<file path="src/rtl/imem_prog_loader.sv">
// imem_prog_loader: streams bytes over a valid/ready handshake, packs them
// little-endian into 32-bit words, and writes each word into instruction
// memory with a single-cycle strobe. The core is held in reset (core_hold)
// until the whole program is in memory.
//
// Optional build macro LOADER_CHECKSUM_EN: after the last word the loader
// accepts one trailing checksum byte (XOR of all data bytes). On a mismatch,
// err is raised and the core stays held in reset.
module imem_prog_loader #(
  parameter int ADDR_W = 8
) (
  input  logic              clk,
  input  logic              reset,
  input  logic              start,
  input  logic [ADDR_W:0]   load_len,
  input  logic              byte_valid,
  input  logic [7:0]        byte_data,
  output logic              byte_ready,
  output logic              imem_we,
  output logic [31:0]       imem_addr,
  output logic [31:0]       imem_wdata,
  output logic              core_hold,
  output logic              busy,
  output logic              done,
  output logic              err
);

  typedef enum logic [2:0] {
    IDLE,
    RECV,
    WRITE,
`ifdef LOADER_CHECKSUM_EN
    CHK,
`endif
    DONE
  } state_t;

  // State entered once the final word (or an empty load) has been handled.
`ifdef LOADER_CHECKSUM_EN
  localparam state_t LAST_NEXT = CHK;
`else
  localparam state_t LAST_NEXT = DONE;
`endif

  // Largest load that fits the memory; longer requests are clamped to it.
  localparam logic [ADDR_W:0] MAX_LEN = {1'b1, {ADDR_W{1'b0}}};
  localparam logic [ADDR_W:0] ONE_LEN = {{ADDR_W{1'b0}}, 1'b1};

  state_t              state_q, state_d;
  logic [ADDR_W:0]     len_q, len_d;
  logic [ADDR_W-1:0]   word_idx_q, word_idx_d;
  logic [1:0]          byte_idx_q, byte_idx_d;
  logic [31:0]         asm_q, asm_d;
  logic                core_hold_q, core_hold_d;
  logic                busy_q, busy_d;
  logic                done_q, done_d;
`ifdef LOADER_CHECKSUM_EN
  logic [7:0]          csum_q, csum_d;
  logic                err_q, err_d;
`endif

  logic accept;
  logic last_word;

  // Handshake and write strobe are decoded straight from the state so a
  // byte can be taken in the same cycle the FSM enters RECV/CHK.
  always_comb begin
`ifdef LOADER_CHECKSUM_EN
    byte_ready = (state_q == RECV) || (state_q == CHK);
`else
    byte_ready = (state_q == RECV);
`endif
    imem_we   = (state_q == WRITE);
    accept    = byte_valid && byte_ready;
    last_word = ({1'b0, word_idx_q} == (len_q - ONE_LEN));
  end

  // Next-state and datapath updates for the load sequence.
  always_comb begin
    state_d    = state_q;
    len_d      = len_q;
    word_idx_d = word_idx_q;
    byte_idx_d = byte_idx_q;
    asm_d      = asm_q;
`ifdef LOADER_CHECKSUM_EN
    csum_d     = csum_q;
    err_d      = err_q;
`endif
    case (state_q)
      IDLE, DONE: begin
        // A restart from DONE behaves exactly like a fresh start from IDLE.
        if (start) begin
          len_d      = (load_len > MAX_LEN) ? MAX_LEN : load_len;
          word_idx_d = '0;
          byte_idx_d = '0;
          asm_d      = '0;
`ifdef LOADER_CHECKSUM_EN
          csum_d     = '0;
          err_d      = 1'b0;
`endif
          state_d    = (load_len == '0) ? LAST_NEXT : RECV;
        end
      end
      RECV: begin
        if (accept) begin
          asm_d[{byte_idx_q, 3'b000} +: 8] = byte_data;
          byte_idx_d = byte_idx_q + 2'd1;
`ifdef LOADER_CHECKSUM_EN
          csum_d     = csum_q ^ byte_data;
`endif
          if (byte_idx_q == 2'd3) state_d = WRITE;
        end
      end
      WRITE: begin
        // word_idx holds at the last word so it can never wrap.
        if (last_word) begin
          state_d = LAST_NEXT;
        end else begin
          word_idx_d = word_idx_q + 1'b1;
          byte_idx_d = '0;
          state_d    = RECV;
        end
      end
`ifdef LOADER_CHECKSUM_EN
      CHK: begin
        if (accept) begin
          err_d   = (byte_data != csum_q);
          state_d = DONE;
        end
      end
`endif
      default: state_d = IDLE;
    endcase
  end

  // Registered status outputs follow the next state so they line up with it.
  always_comb begin
    done_d      = (state_d == DONE);
`ifdef LOADER_CHECKSUM_EN
    busy_d      = (state_d == RECV) || (state_d == WRITE) || (state_d == CHK);
    core_hold_d = (state_d != DONE) || err_d;
`else
    busy_d      = (state_d == RECV) || (state_d == WRITE);
    core_hold_d = (state_d != DONE);
`endif
  end

  // FSM and datapath registers; reset discards any partial word.
  always_ff @(posedge clk or negedge reset) begin
    if (!reset) begin
      state_q     <= IDLE;
      len_q       <= '0;
      word_idx_q  <= '0;
      byte_idx_q  <= '0;
      asm_q       <= '0;
      core_hold_q <= 1'b1;
      busy_q      <= 1'b0;
      done_q      <= 1'b0;
`ifdef LOADER_CHECKSUM_EN
      csum_q      <= '0;
      err_q       <= 1'b0;
`endif
    end else begin
      state_q     <= state_d;
      len_q       <= len_d;
      word_idx_q  <= word_idx_d;
      byte_idx_q  <= byte_idx_d;
      asm_q       <= asm_d;
      core_hold_q <= core_hold_d;
      busy_q      <= busy_d;
      done_q      <= done_d;
`ifdef LOADER_CHECKSUM_EN
      csum_q      <= csum_d;
      err_q       <= err_d;
`endif
    end
  end

  // Address and data come straight from flops; they are only meaningful
  // while imem_we is high.
  assign imem_addr  = {{(30 - ADDR_W){1'b0}}, word_idx_q, 2'b00};
  assign imem_wdata = asm_q;
  assign core_hold  = core_hold_q;
  assign busy       = busy_q;
  assign done       = done_q;
`ifdef LOADER_CHECKSUM_EN
  assign err        = err_q;
`else
  assign err        = 1'b0;
`endif

endmodule
</file>
<file path="config.mk">
export PLATFORM = sky130hd
export DESIGN_NAME = imem_prog_loader
export DESIGN_NICKNAME = d
export VERILOG_FILES = /design/src/rtl/imem_prog_loader.sv
export SDC_FILE = /design/constraint.sdc
export NUM_CORES = 1
export LEC_CHECK = 0
export ABC_AREA = 1
export BUFFER_PORTS_ARGS = -buffer_cell sky130_fd_sc_hd__buf_2
export CAP_MARGIN = 0
export CELL_PAD_IN_SITES_DETAIL_PLACEMENT = 0
export CELL_PAD_IN_SITES_GLOBAL_PLACEMENT = 1
export CORE_MARGIN = 2
export CORE_UTILIZATION = 30
export DETAILED_ROUTE_END_ITERATION = 8
export PLACE_DENSITY_LB_ADDON = 0.1
export REMOVE_ABC_BUFFERS = 1
export SYNTH_ARGS = -nofsm -noshare
export SYNTH_HDL_FRONTEND = slang
export SYNTH_SLANG_ARGS = --single-unit
</file>
<file path="constraint.sdc">
create_clock -name clk -period 3.9 [get_ports clk]
set_input_delay 0.78 -clock clk [delete_from_list [all_inputs] [get_ports clk]]
set_output_delay 0.78 -clock clk [all_outputs]
set_load 0.01 [all_outputs]
</file>
=== After elaboration in Yosys (flattened, before gate mapping) ===
Cells that the tools add are included.

* Flip-flop bits (word level): 57
* Input port bits: 21
* Output and inout port bits: 70
* Word-level logic and storage cells: 57

* Add/sub/neg operators: 4
* Order comparisons: 1
* Equality and inequality tests: 12
* Shift-type cells: 2
* Muxes and demuxes: 18
* Reduce and logical (&&, ||, !) cells: 12

{| class="wikitable"
|+ Operators by type and width
! cell !! number
|-
| $mux W32 || 2
|-
| $pmux W32 S2 || 1
|-
| $bwmux W32 || 1
|-
| $shift A8 B7 Y32 const A || 1
|-
| $shiftx A8 B7 Y32 || 1
|-
| $mux W8 || 2
|-
| $pmux W8 S2 || 1
|-
| $eq A3 B2 Y1 const B || 4
|-
| $mux W2 || 5
|-
| $eq A8 B9 Y1 || 1
|-
| $gt A9 B9 Y1 const B || 1
|-
| $logic_not A9 Y1 || 1
|-
| $mux W3 || 3
|-
| $mux W9 || 1
|-
| $pmux W3 S3 || 1
|-
| $sub A9 B1 Y9 const B || 1
|-
| $add A8 B1 Y8 const B || 1
|-
| $neg A5 Y7 || 1
|-
| $eq A3 B1 Y1 const B || 2
|-
| $pmux W2 S3 || 1
|-
| $reduce_and A3 Y1 || 2
|-
| $ne A2 B2 Y1 const B || 2
|-
| $reduce_and A4 Y1 || 1
|-
| $reduce_bool A2 Y1 || 2
|-
| other kinds (10) || 10
|}

=== Longest topological paths before layout ===
* Depth in word-level cells: 6
* Gate-level depth with buffers: 14
* Gate-level depth less buffers: 14

=== Worst setup path after synthesis ===
Ideal clock, no wire load.

* Kind: register to register
* Start: register byte_idx_q[0]
* End: register asm_q[30], in the netlist imem_wdata[30]
* Data arrival time: 1654 ps
* Path slack: 2172 ps
* Cell stages (with the launch flop): 6
* Period minus slack after synthesis: 1728 ps
* Cells stage by stage: dfrtp_1 > inv_2 > ha_1 > nor3_1 > nand3_1 > o21ai_2

* Longest elaborated chain between the ends: 5
* Elaborated cells on any way between the ends: 6
* Those cells by class: add/sub (1); shift (2); mux (3)

{| class="wikitable"
|+ Ends and longest elaborated chain
! item !! RTL line !! text
|-
| start: declaration || 52 || <nowiki>logic [1:0] byte_idx_q, byte_idx_d;</nowiki>
|-
| start signal: assignment || 167 || <nowiki>byte_idx_q <= byte_idx_d;</nowiki>
|-
| $neg A5 Y7 (*) || 106 || <nowiki>asm_d[{byte_idx_q, 3'b000} +: 8] = byte_data;</nowiki>
|-
| $shiftx A8 B7 Y32 or $shift A8 B7 Y32 (tied branches) || 106 ||
|-
| $bwmux W32 (*) || 106 ||
|-
| $mux W32 (*) || 105 || <nowiki>if (accept) begin</nowiki>
|-
| $pmux W32 S2 (*) || 89 || <nowiki>case (state_q)</nowiki>
|-
| end signal: assignment || 168 || <nowiki>asm_q <= asm_d;</nowiki>
|-
| end: declaration || 53 || <nowiki>logic [31:0] asm_q, asm_d;</nowiki>
|}

Every way passes the cells marked *; elsewhere a longest branch is shown, timed or not. The select of a mux whose other input is x is not followed.
A chain may end at the register's enable or synchronous reset.

=== Final worst setup path ===
* Start: register state_q[1]
* End: register busy_q, in the netlist busy

* Longest elaborated chain between the ends: 6
* Elaborated cells on any way between the ends: 13
* Those cells by class: eq/ne (5); mux (4); reduce/logical (4)

{| class="wikitable"
|+ Ends and longest elaborated chain
! item !! RTL line !! text
|-
| start: declaration || 49 || <nowiki>state_t state_q, state_d;</nowiki>
|-
| start signal: assignment || 164 || <nowiki>state_q <= state_d;</nowiki>
|-
| $eq A3 B1 Y1 || 71, 89 ||
|-
| $logic_and A1 B1 Y1 || 74 || <nowiki>accept = byte_valid && byte_ready;</nowiki>
|-
| $mux W3 || 105 ||
|-
| $pmux W3 S3 (*) || 89 ||
|-
| via state_d[0] || 49 ||
|-
| $eq A3 B1 Y1 or $eq A3 B2 Y1 (tied branches) || 143 || <nowiki>busy_d = (state_d == RECV) || (state_d == WRITE);</nowiki>
|-
| $logic_or A1 B1 Y1 (*) || 143 ||
|-
| via busy_d || 55 || <nowiki>logic busy_q, busy_d;</nowiki>
|-
| end signal: assignment || 170 || <nowiki>busy_q <= busy_d;</nowiki>
|-
| end: declaration || 55 ||
|}

The timed path passes the listed nets; every way through them passes the cells marked *.

==> impl_metrics.tcl <==
set metrics [dict create \
    ys.flop_type "dfrtp_1" \
    multi_input_area_um2 1630 \
    post-cts-setup-buffers 0 \
    gp_congestion 0.772 \
    met2_usage_pct 24.7 \
    io_pins 91 \
    synth_cells 454 \
    insertion_delay_ns 0.32 \
    cts.repair.resized 0 \
    leakagePower_nw 2.11 \
    clock_sinks 57 \
    period_needed_ns 2.35 \
    use_met3_pct 3.83 \
    holdWs_ns 0.480 \
    h-tree-depth 3 \
    antenna_found_initial 1 \
    worstPathArrival_ns 2.61 \
    worstSetupStartpointType "register" \
    setup_viol 0 \
    avgViaCountPerCell 4.40 \
    r2r-end "busy$_DFF_PN0_" \
    holdPathStages 2 \
    nets 550 \
    core_um2 11300 \
    hold_path.class "register to register" \
    power_density_nw_per_um2 434 \
    synth_top_area_cell "dfrtp_1" \
    dr.pass1.iters 4 \
    ys_types 35 \
    reg2reg_depth 8 \
    synth_area_um2 3440 \
    maxCapViolations 0 \
    ys_top_cells_by_area "dfrtp_1 41%, nand2_1 14%, inv_1 6.0%" \
    synth_edf_count 0 \
    cp_data_required_time_ns 4.15 \
    grt_busiest_layer "met2" \
    crit_fanout 12 \
    dieArea_um2 12400 \
    relSlewSlack_pct 38.1 \
    n_fill_cell 1265 \
    use_met1_pct 19.6 \
    critPathCaptureType "register" \
    rsz0062_at_grt "false" \
    wire_per_inst_um 13.3 \
    drt_iter0_markers 147 \
    cts_buffers 9 \
    area_growth_pct 19.4 \
    min_from "imem_wdata[5]$_DFFE_PN0P_" \
    grt_pass1_vias 2897 \
    grt_usage_pct 14.9 \
    place_area_um2 3780 \
    drt-total-wl_um 8870 \
    drv_slew 0 \
    irDropWorstVdd_uv 257 \
    grt_pass1_wl_um 14800 \
    ys_seq_area_share_pct 41.4 \
    fin_area_um2 4110 \
    fp.dieH_um 111 \
    clockBufferDepth 2 \
    syn_area_per_cell_um2 7.59 \
    ys.warnings.count 0 \
    period_share_pct 60.3 \
    dp_hpwl_um 6750 \
    diodes 0 \
    layout_common_cells "126 x nand2_1, 65 x buf_2, 56 x dfrtp_1" \
    setup_ws_ns 1.55 \
    grt_start_max_net_pins 37 \
    r2r_start "state_q[1]$_DFF_PN0_" \
    crit_type "register to register" \
    worst_slew_pin_slew_ns 0.924 \
    drive_gt1_share_pct 18.3 \
    synth_seq_cells 57 \
    pre_cts_ws_ns 1.53 \
    layout_commonest_cell "nand2_1" \
    num_vias 2945 \
    die_w_um 111 \
    postCtsHoldBufs 0 \
    synth_top_area_share_pct 40.7 \
    ff2ff_setup_slack_ns 1.55 \
    final.setup_skew_ns 0.00557 \
    drc 0 \
    max_freq_mhz 425 \
    floorplan.initialDensity_pct 30.4 \
    rows 39 \
    io_buffers 65 \
    ff_latch_area_um2 1430 \
    setup_tns_ns 0 \
    postRouteAntennaNets 0 \
    path_clk_slew_ns 0.05 \
    grt-ovfl-total 0 \
    hold_viol 0 \
    hold-path-endpoint "imem_wdata[5]$_DFFE_PN0P_" \
    status "completed" \
    cts_tree "done" \
    root_buffer "clkbuf_16" \
    async_flop_share_pct 100 \
]
[worst max-delay path, cell delays in order (launching register included)]
cell     delay [ns]
dfrtp_1        0.40
nor2_1         0.09
nor2_2         0.44
nand2_1        0.16
nor2_1         0.54
inv_1          0.23
a21oi_1        0.23
nand3_1        0.09
nand2_1        0.09
[flip-flops by register name, indices dropped and copies added (netlist names)]
name and count:
state_q 3, word_idx_q 8, done 1, core_hold 1
imem_wdata 32, byte_idx_q 2, busy 1, len_q 9
[power breakdown]
group	total (mW)	internal (mW)	switching, mW
Sequential	0.650	0.624	0.0260
Clock	0.859	0.591	0.268
Combinational	0.276	0.0907	0.185
Total	1.79	1.31	0.480
[cell type report]
| cell class | count | area share (%) |
|---|---|---|
| repair buffers | 66 | 8.09 |
| clock buffers | 11 | 6.15 |
| multi-input cells | 330 | 39.6 |
| well taps | 143 | 4.35 |
| inverters | 57 | 5.20 |
| flip-flops and latches | 57 | 34.7 |
| clock inverters | 5 | 1.89 |
[cells by family (layout without fill, tap and decap cells)]
kind of cell,count (synthesis),count (layout),synth area share [%]
xor+xnor,9,9,2.29
other cells,1,26,0.109
flops,57,57,41.4
fa+ha+maj,8,8,2.91
compound gates,51,51,9.63
simple gates,236,236,29.6
buf+inv,92,139,14.0
[worst max path at each step]
stage | cells after the start | startpoint | end
after floorplan | 9 | state_q[1]$_DFF_PN0_ | busy$_DFF_PN0_
after global routing | 8 | state_q[1]$_DFF_PN0_ | busy$_DFF_PN0_
after detailed placement | 8 | state_q[1]$_DFF_PN0_ | busy$_DFF_PN0_
after CTS | 8 | state_q[1]$_DFF_PN0_ | busy$_DFF_PN0_
final | 8 | state_q[1]$_DFF_PN0_ | busy$_DFF_PN0_
after global placement | 8 | state_q[1]$_DFF_PN0_ | busy$_DFF_PN0_
[per-layer routing]
metal / vias up / part of all wire (%)
met2: 54 / 48
met3: 9 / 4.1
li1: 1519 / -
met1: 1361 / 47
met5: - / 0.12
met4: 2 / 0.97
[synthesized netlist by cell type (2+ instances only)]
| library cell | number |
|---|---|
| dfrtp_1 | 56 |
| nor4_1 | 2 |
| clkbuf_1 | 2 |
| inv_2 | 2 |
| nand4_1 | 12 |
| o21a_1 | 8 |
| nor3b_1 | 2 |
| inv_1 | 55 |
| nor2_1 | 46 |
| nor3_1 | 4 |
| buf_4 | 26 |
| nand3_1 | 37 |
| nand2_1 | 126 |
| ha_1 | 8 |
| a21oi_1 | 3 |
| a21oi_4 | 4 |
| xor2_1 | 8 |
| buf_6 | 5 |
| o21ai_0 | 32 |
[per-stage QoR]
stage | utilization, % | power, mW | std cells
after global placement | 33.4 | 0.940 | 653
after global routing | 36.3 | 1.89 | 669
after CTS | 36.3 | 1.82 | 669
final | 36.3 | 1.79 | 669
after floorplan | - | 0.844 | 444
after detailed placement | 33.4 | 0.938 | 653
Note: power is estimated with default switching activity, not from simulation.
